`src/rtl/cu_pkg.sv`:
```
// Shared definitions for the control sequencer: control-word layout, PC
// function encodings, the fixed fetch control word and the phase encoding.
package cu_pkg;

    localparam int unsigned CW_WIDTH = 33;
    localparam int unsigned REG_W    = 5;
    localparam int unsigned ALU_FS_W = 5;
    localparam int unsigned PC_FS_W  = 2;
    localparam int unsigned NS_W     = 2;
    localparam int unsigned STATUS_W = 5;
    localparam int unsigned INSTR_W  = 32;
    localparam int unsigned K_W      = 64;

    localparam int unsigned ALU_EN_BIT     = 32;
    localparam int unsigned ALU_BS_BIT     = 31;
    localparam int unsigned ALU_FS_LSB     = 26;
    localparam int unsigned RF_B_EN_BIT    = 25;
    localparam int unsigned RF_SA_LSB      = 20;
    localparam int unsigned RF_SB_LSB      = 15;
    localparam int unsigned RF_DA_LSB      = 10;
    localparam int unsigned RF_W_BIT       = 9;
    localparam int unsigned RAM_EN_BIT     = 8;
    localparam int unsigned RAM_W_BIT      = 7;
    localparam int unsigned PC_EN_BIT      = 6;
    localparam int unsigned PC_FS_LSB      = 4;
    localparam int unsigned PC_IS_BIT      = 3;
    localparam int unsigned STATUS_LD_BIT  = 2;
    localparam int unsigned NEXT_STATE_LSB = 0;

    localparam logic [PC_FS_W-1:0] PC_FS_HOLD = 2'b00;
    localparam logic [PC_FS_W-1:0] PC_FS_INC  = 2'b01;
    localparam logic [PC_FS_W-1:0] PC_FS_LOAD = 2'b10;
    localparam logic [PC_FS_W-1:0] PC_FS_REL  = 2'b11;

    typedef enum logic {
        FETCH = 1'b0,
        EXEC  = 1'b1
    } phase_e;

    // Assemble a control word from its individual fields.
    function automatic logic [CW_WIDTH-1:0] pack_cw(
        input logic                alu_en,
        input logic                alu_bs,
        input logic [ALU_FS_W-1:0] alu_fs,
        input logic                rf_b_en,
        input logic [REG_W-1:0]    rf_sa,
        input logic [REG_W-1:0]    rf_sb,
        input logic [REG_W-1:0]    rf_da,
        input logic                rf_w,
        input logic                ram_en,
        input logic                ram_w,
        input logic                pc_en,
        input logic [PC_FS_W-1:0]  pc_fs,
        input logic                pc_is,
        input logic                status_ld,
        input logic [NS_W-1:0]     next_state
    );
        logic [CW_WIDTH-1:0] w;
        w                            = '0;
        w[ALU_EN_BIT]                = alu_en;
        w[ALU_BS_BIT]                = alu_bs;
        w[ALU_FS_LSB +: ALU_FS_W]    = alu_fs;
        w[RF_B_EN_BIT]               = rf_b_en;
        w[RF_SA_LSB +: REG_W]        = rf_sa;
        w[RF_SB_LSB +: REG_W]        = rf_sb;
        w[RF_DA_LSB +: REG_W]        = rf_da;
        w[RF_W_BIT]                  = rf_w;
        w[RAM_EN_BIT]                = ram_en;
        w[RAM_W_BIT]                 = ram_w;
        w[PC_EN_BIT]                 = pc_en;
        w[PC_FS_LSB +: PC_FS_W]      = pc_fs;
        w[PC_IS_BIT]                 = pc_is;
        w[STATUS_LD_BIT]             = status_ld;
        w[NEXT_STATE_LSB +: NS_W]    = next_state;
        return w;
    endfunction

    // Instruction read: RAM enabled, ALU passes through, no writes, PC held.
    localparam logic [CW_WIDTH-1:0] FETCH_CW = pack_cw(
        1'b0, 1'b0, 5'b11111, 1'b0, 5'd31, 5'd31, 5'd0,
        1'b0, 1'b1, 1'b0, 1'b0, PC_FS_HOLD, 1'b0, 1'b0, 2'b00
    );

endpackage

```
`src/rtl/cw_gate.sv`:
```
// Combinational control-word selector: fetch word or decoder word, with
// memory-stall masking and a forced all-zero word while reset is held.
module cw_gate
    import cu_pkg::*;
(
    input  logic                reset_n_i,
    input  phase_e              phase_i,
    input  logic                mem_ready_i,
    input  logic [CW_WIDTH-1:0] cw_i,
    output logic [CW_WIDTH-1:0] cw_c_o,
    output logic                stall_c_o
);

    always_comb begin
        cw_c_o    = '0;
        stall_c_o = 1'b0;
        if (reset_n_i) begin
            if (phase_i == FETCH) begin
                cw_c_o = FETCH_CW;
                if (mem_ready_i) begin
                    cw_c_o[PC_FS_LSB +: PC_FS_W] = PC_FS_INC;
                end
            end else begin
                cw_c_o = cw_i;
                // A memory access without a ready RAM must not commit anything.
                if (cw_i[RAM_EN_BIT] && !mem_ready_i) begin
                    stall_c_o                    = 1'b1;
                    cw_c_o[RF_W_BIT]             = 1'b0;
                    cw_c_o[STATUS_LD_BIT]        = 1'b0;
                    cw_c_o[PC_FS_LSB +: PC_FS_W] = PC_FS_HOLD;
                end
            end
        end
    end

endmodule

```
`src/rtl/control_sequencer.sv`:
```
// Multi-cycle control sequencer: fetches into the instruction register, then
// steps through decoder micro-states, holding status flags and a fetch watchdog.
module control_sequencer
    import cu_pkg::*;
#(
    parameter int unsigned FETCH_WAIT_MAX = 15
) (
    input  logic                clock,
    input  logic                reset_n,
    input  logic [K_W-1:0]      databus,
    input  logic                mem_ready,
    input  logic [CW_WIDTH-1:0] cw_in,
    input  logic [K_W-1:0]      k_in,
    input  logic [STATUS_W-1:0] alu_status,
    output logic [INSTR_W-1:0]  instruction,
    output logic [NS_W-1:0]     state,
    output logic [STATUS_W-1:0] status,
    output logic [CW_WIDTH-1:0] cw_out,
    output logic [K_W-1:0]      k_out,
    output logic                fetching,
    output logic                fetch_timeout
);

    localparam int unsigned WAIT_W = (FETCH_WAIT_MAX < 1) ? 1 : $clog2(FETCH_WAIT_MAX + 1);
    localparam logic [WAIT_W-1:0] WAIT_LIMIT = WAIT_W'(FETCH_WAIT_MAX);

    phase_e              phase_q,   phase_d;
    logic [INSTR_W-1:0]  instr_q,   instr_d;
    logic [NS_W-1:0]     state_q,   state_d;
    logic [STATUS_W-1:0] status_q,  status_d;
    logic [WAIT_W-1:0]   wait_q,    wait_d;
    logic                timeout_q, timeout_d;
    logic                stall_c;
    logic [CW_WIDTH-1:0] cw_c;
    logic                unused_databus;

    assign unused_databus = ^databus[K_W-1:INSTR_W];

    cw_gate u_cw_gate (
        .reset_n_i   (reset_n),
        .phase_i     (phase_q),
        .mem_ready_i (mem_ready),
        .cw_i        (cw_in),
        .cw_c_o      (cw_c),
        .stall_c_o   (stall_c)
    );

    always_ff @(posedge clock) begin
        if (!reset_n) begin
            phase_q   <= FETCH;
            instr_q   <= '0;
            state_q   <= '0;
            status_q  <= '0;
            wait_q    <= '0;
            timeout_q <= 1'b0;
        end else begin
            phase_q   <= phase_d;
            instr_q   <= instr_d;
            state_q   <= state_d;
            status_q  <= status_d;
            wait_q    <= wait_d;
            timeout_q <= timeout_d;
        end
    end

    always_comb begin
        phase_d   = phase_q;
        instr_d   = instr_q;
        state_d   = state_q;
        status_d  = status_q;
        wait_d    = wait_q;
        timeout_d = timeout_q;
        case (phase_q)
            FETCH: begin
                if (mem_ready) begin
                    instr_d = databus[INSTR_W-1:0];
                    state_d = '0;
                    wait_d  = '0;
                    phase_d = EXEC;
                end else begin
                    // Counter saturates; the flag is sticky until reset.
                    if (wait_q != WAIT_LIMIT) begin
                        wait_d = wait_q + WAIT_W'(1);
                    end
                    if (wait_d == WAIT_LIMIT) begin
                        timeout_d = 1'b1;
                    end
                end
            end
            EXEC: begin
                if (!stall_c) begin
                    if (cw_c[STATUS_LD_BIT]) begin
                        status_d = alu_status;
                    end
                    if (cw_c[NEXT_STATE_LSB +: NS_W] == '0) begin
                        phase_d = FETCH;
                    end else begin
                        state_d = cw_c[NEXT_STATE_LSB +: NS_W];
                    end
                end
            end
            default: phase_d = FETCH;
        endcase
    end

    assign cw_out        = cw_c;
    assign k_out         = (reset_n && phase_q == EXEC) ? k_in : '0;
    assign fetching      = reset_n && (phase_q == FETCH);
    assign instruction   = instr_q;
    assign state         = state_q;
    assign status        = status_q;
    assign fetch_timeout = timeout_q;

endmodule
```
`config.mk`:
```
export PLATFORM = sky130hd
export DESIGN_NAME = control_sequencer
export DESIGN_NICKNAME = d
export VERILOG_FILES = /design/src/rtl/cu_pkg.sv /design/src/rtl/cw_gate.sv /design/src/rtl/control_sequencer.sv
export SDC_FILE = /design/constraint.sdc
export NUM_CORES = 1
export LEC_CHECK = 0
export ABC_AREA = 1
export BUFFER_PORTS_ARGS = -buffer_cell sky130_fd_sc_hd__buf_2
export CAP_MARGIN = 5
export CORE_AREA = 2 2 120 122
export DETAILED_ROUTE_END_ITERATION = 16
export DIE_AREA = 0 0 122 124
export SLEW_MARGIN = 20
export SYNTH_ARGS = -nofsm -noshare
export SYNTH_HDL_FRONTEND = slang
export SYNTH_SLANG_ARGS = --single-unit
```
`constraint.sdc`:
```
create_clock -name clock -period 1.7 [get_ports clock]
set_input_delay 0.425 -clock clock [delete_from_list [all_inputs] [get_ports clock]]
set_output_delay 0.425 -clock clock [all_outputs]
set_load 0.02 [all_outputs]
```
Word level (Yosys, flattened, before mapping)
Cells that the tools add are included.
- bits of input ports: 169
- logic and storage cells: 46
- output and inout bits: 138
- register bits after elaboration: 45
- add/subtract/negate cells: 1
- muxes and demuxes: 22
- bitwise gates (word level): 3
- reduce and logical (&&, ||, !) cells: 9
- equality and inequality tests: 5
- operators by type and width (cell ; count):
    2-to-1 mux 33 bit ; 2
    2-to-1 mux 64 bit ; 1
    2-to-1 mux 4 bit ; 4
    2-to-1 mux 1 bit ; 9
    AND reduction 3 bit ; 3
    2-to-1 mux 2 bit ; 4
    != test 2 bit (second input constant) ; 3
    adder 4 x 1 -> 4 bit (second input constant) ; 1
    == test 4 bit (second input constant) ; 1
    != test 4 bit (second input constant) ; 1
    one-hot mux 2 bit (2 select lines) ; 1
    logical AND 1 bit ; 3
    NOT 1 bit ; 3
    zero test 2 bit ; 1
    one-hot mux 1 bit (2 select lines) ; 1
    AND reduction 2 bit ; 1
    zero test 1 bit ; 1

Logic depth before layout (Yosys ltp)
- depth after elaboration: 9
- gate-level depth with buffers: 7

Modules after synthesis
A second synthesis with hierarchy kept.
- cell total of the unflattened synthesis: 439
- area total of the unflattened synthesis: 2703.8 µm²
- by module, submodules not included (module ; area each (µm²) ; cells each ; times used ; seq. area each (µm²)):
    control_sequencer ; 2293.4 ; 361 ; 1 ; 900.9
    cw_gate ; 410.4 ; 78 ; 1 ; 0.0

Least setup slack after synthesis
No wires, ideal clock.
- kind: input-to-output
- start: input port mem_ready
- end: output port cw_out[4]
- arrival time: 1.109 ns
- path buffers: 0
- slack: 0.166 ns
- data required time: 1.275 ns
- stages on the path: 4
- path through: inv_1 nand2_1 a21oi_1 nor3_1
- word-level cells in the longest chain between the ends: 5
- RTL lines (what ; RTL line ; RTL):
    from (decl) ; control_sequencer.sv:11 ; input logic mem_ready,
    zero test 1 bit ; cw_gate.sv:26 ; if (cw_i[RAM_EN_BIT] && !mem_ready_i) begin
    logical AND 1 bit ; cw_gate.sv:26 ;
    2-to-1 mux 2 bit ; cw_gate.sv:26 ;
    2-to-1 mux 33 bit * ; cw_gate.sv:18 ; if (phase_i == FETCH) begin
    2-to-1 mux 33 bit * ; cw_gate.sv:17 ; if (reset_n_i) begin
    to (decl) ; control_sequencer.sv:18 ; output logic [CW_WIDTH-1:0] cw_out,
Mark *: on every way between the ends. The rest lies on a longest branch, timed or not.

Final worst setup path
- start: register phase_q
- end: output port k_out[3]
- word-level cells in the longest chain between the ends: 2
- RTL lines (what ; RTL line ; RTL):
    from (decl) ; control_sequencer.sv:27 ; phase_e phase_q, phase_d;
    from (signal assigned) ; control_sequencer.sv:57 ; phase_q <= phase_d;
    logical AND 1 bit ; control_sequencer.sv:107 ; assign k_out = (reset_n && phase_q == EXEC) ? k_in : '0;
    2-to-1 mux 64 bit ; control_sequencer.sv:107 ;
    to (decl) ; control_sequencer.sv:19 ; output logic [K_W-1:0] k_out,
Every way passes these cells.

==> metrics.md <==
| Metric | Value |
|---|---|
| Routed wire length | 11700 um |
| ANT nets after route | 0 |
| Critical path's largest stage delay | 0.42 ns |
| Worst path arrival time | 1.27 ns |
| FF-to-FF End | fetch_timeout |
| Slowest stage cell, crit path | dfxtp_4 |
| Pre-Repair DR Iteration Count | 4 |
| Fmax achieved | 592 MHz |
| HPWL after DPL | 9230 um |
| Worst reg2reg setup slack | 0.39 ns |
| Share of layout cells above drive strength 1 | 0.487 |
| DRC violations left | 0 |
| Clk sinks | 45 |
| I/O pin cnt | 307 |
| Crit path to | k_out[3] |
| Slew HR | 0.787 |
| Starting density of the core | 0.181 |
| Initial DRC Count | 87 |
| CP Launch Point | phase_q |
| First-pass GRT wire length | 16000 um |
| Site Rows | 43 |
| Synth area leader | dfxtp_1 |
| Fin. Hold Viols | 0 |
| Yosys reg bits | 45 |
| Fin. max-slew vios | 0 |
| Clock skew | 0.00223 ns |
| Vias | 3546 |
| Tightest Pin Transition | 0.319 ns |
| GPL Wtd Cong | 0.845 |
| CTS Root Cell | clkbuf_16 |
| Placed Instance Area | 4090 um^2 |
| Peak supply drop | 0.357 mV |
| Cts bufs inserted | 5 |
| Worst reg2reg path startpoint | wait_q[0] |
| Diode count | 0 |
| CTS Hold Bufs | 0 |
| Die width | 122 um |
| Syn Nets | 600 |
| Core Region | 13700 um^2 |
| Status | finished, final reports clean |
| Minimum clock period | 1.69 ns |
| Synth top area cells | dfxtp_1 36%, nor2_1 28%, inv_1 13% |
| Total Routing Usage GR | 0.135 |
| # port buffers | 274 |
| Area Overhead vs Synth | 92.2% |
| Placed insts | 874 |
| Min-delay worst type | input pin to flop |
| Final setup vio count | 0 |
| Post-layout instance area | 4770 um^2 |
| Mapped Area | 2480 um^2 |
| Most common cell after layout, fill and taps aside | buf_2 |
| Final hold slack | 0.339 ns |
| Filler cells | 1553 |
| DR WL/cell | 13.2 um |
| Most frequent cells in the layout | 193 x buf_2, 143 x nor2_1, 87 x inv_1 |
| Post-synthesis cell count | 430 |
| PwrDens | 662 nW/um^2 |
| CTS clock-pin slew for the worst setup and hold paths | 0.06 ns |
| Post-route insts no fill | 886 |
| Total power | 0.00316 W |
| CP max FO | 20 |
| Initial antenna violation count | 0 |
| Multi-input gate area | 1240 um^2 |
| RSZ-0062 raised after global routing | yes |
| WS Path Type | flop to output port |
| H-Tree Depth | 2 |
| YS warnings | 0 |
| CP endpoint kind | output port |
| CTS max path bufs | 2 |
| Vias in the first global route | 3062 |
| Drt via density | 4.00 |
| Die height | 124 um |
| Largest net degree at the start of global routing | 38 |
| Max Cap Viol | 0 |
| FF+latch area | 905 um^2 |
| CP Cell Sequence | nand2_8 -> buf_12 -> nor2_1 -> buf_4 |
| Syn Area/Cell | 5.78 um^2 |
| Post-synth top area share | 0.363 |
| CTS tree | built |
| Clock Latency Late Sink | 0.28 ns |
| Leak | 2.81 nW |
| Worst Reg2Reg Path Length in Cells | 7 |
| Total grt overflow | 0 |
| Post-synth cell types | 17 |
| Nets | 875 |
| CP required | 1.27 ns |
| Die area | 15100 um^2 |
| Post-synthesis sequential area ratio | 0.363 |
| CP startpoint kind | flop |
| Tcrit/Tclk final | 0.994 |
-- cell families (layout without fill, tap and decap cells) --
group | Yosys count | in the layout | synth area share
and+or+nand+nor | 225 | 226 | 0.349
buffers and inverters | 113 | 388 | 0.189
AOI/OAI and AO/OA | 46 | 46 | 0.0947
DFF | 45 | 45 | 0.363
adders and majority gates | 1 | 1 | 0.00504
-- metal layers --
metal	track usage	wire, um	up-vias
met3	0.0495	1320	15
met1	0.154	4560	1562
met5	0	0	-
met4	0.0259	132	0
li1	-	-	1795
met2	0.244	5730	174
-- worst max-delay path: cells and delay by family, from the launching register on --
family                 cells  cell delay (ns)
buffers and inverters      2             0.34
DFF                        1             0.42
and+or+nand+nor            2             0.21
-- worst min path at each step --
stage,from,to,cells past startpoint
after floorplan,wait_q[1],wait_q[1],2
after global placement,fetch_timeout,fetch_timeout,2
after detailed placement,fetch_timeout,fetch_timeout,2
after CTS,alu_status[3],status[3],3
after global routing,alu_status[3],status[3],3
final,alu_status[3],status[3],3
-- power by group --
group	leakage, nW	switching (W)	internal [W]
Sequential	0.372	0.0000432	0.00113
Combinational	2.37	0.000597	0.000430
Clock	0.0641	0.000410	0.000547
-- synthesized netlist by cell type --
cell,n
buf_4,1
nor3_1,1
nand4_1,2
clkbuf_1,9
buf_2,9
o22ai_1,4
nand2_1,32
nor2_1,183
clkinv_1,1
a21oi_1,4
nand3_1,6
ha_1,1
inv_1,89
nor2_4,1
dfxtp_1,45
buf_6,4
o21ai_0,38
-- repair_timing --
item | 4_1_cts | 5_1_grt
setup buffers | 1 | 1
setup endpoints to repair | 97 | 89
gates resized for setup | 27 | 145
cloned | 1 | 1
pin swaps | 1 | 2
-- area by class of cell --
class / instances / share of cell area
timing repair buffer: 290 / 0.402
multi-input combinational: 273 / 0.261
sequential: 45 / 0.190
clock inverter: 1 / 0.00157
tap: 180 / 0.0472
inverter: 90 / 0.0716
clock buffer: 7 / 0.0278
-- stage by stage --
step / utilization / setup WS [ns] / setup TNS [ns]
after floorplan: - / 0.166 / 0
after global placement: 0.298 / 0.0105 / 0
after detailed placement: 0.298 / 0.0277 / 0
after CTS: 0.317 / -0.0151 / -0.0310
after global routing: 0.348 / -0.0586 / -1.65
final: 0.348 / 0.00963 / 0
-- state kept, by name, indices dropped and copies added (netlist names) --
register and count:
instruction 32, status 5, state 2, fetch_timeout 1, phase_q 1, wait_q 4
Note: power is estimated with default switching activity, not from simulation.
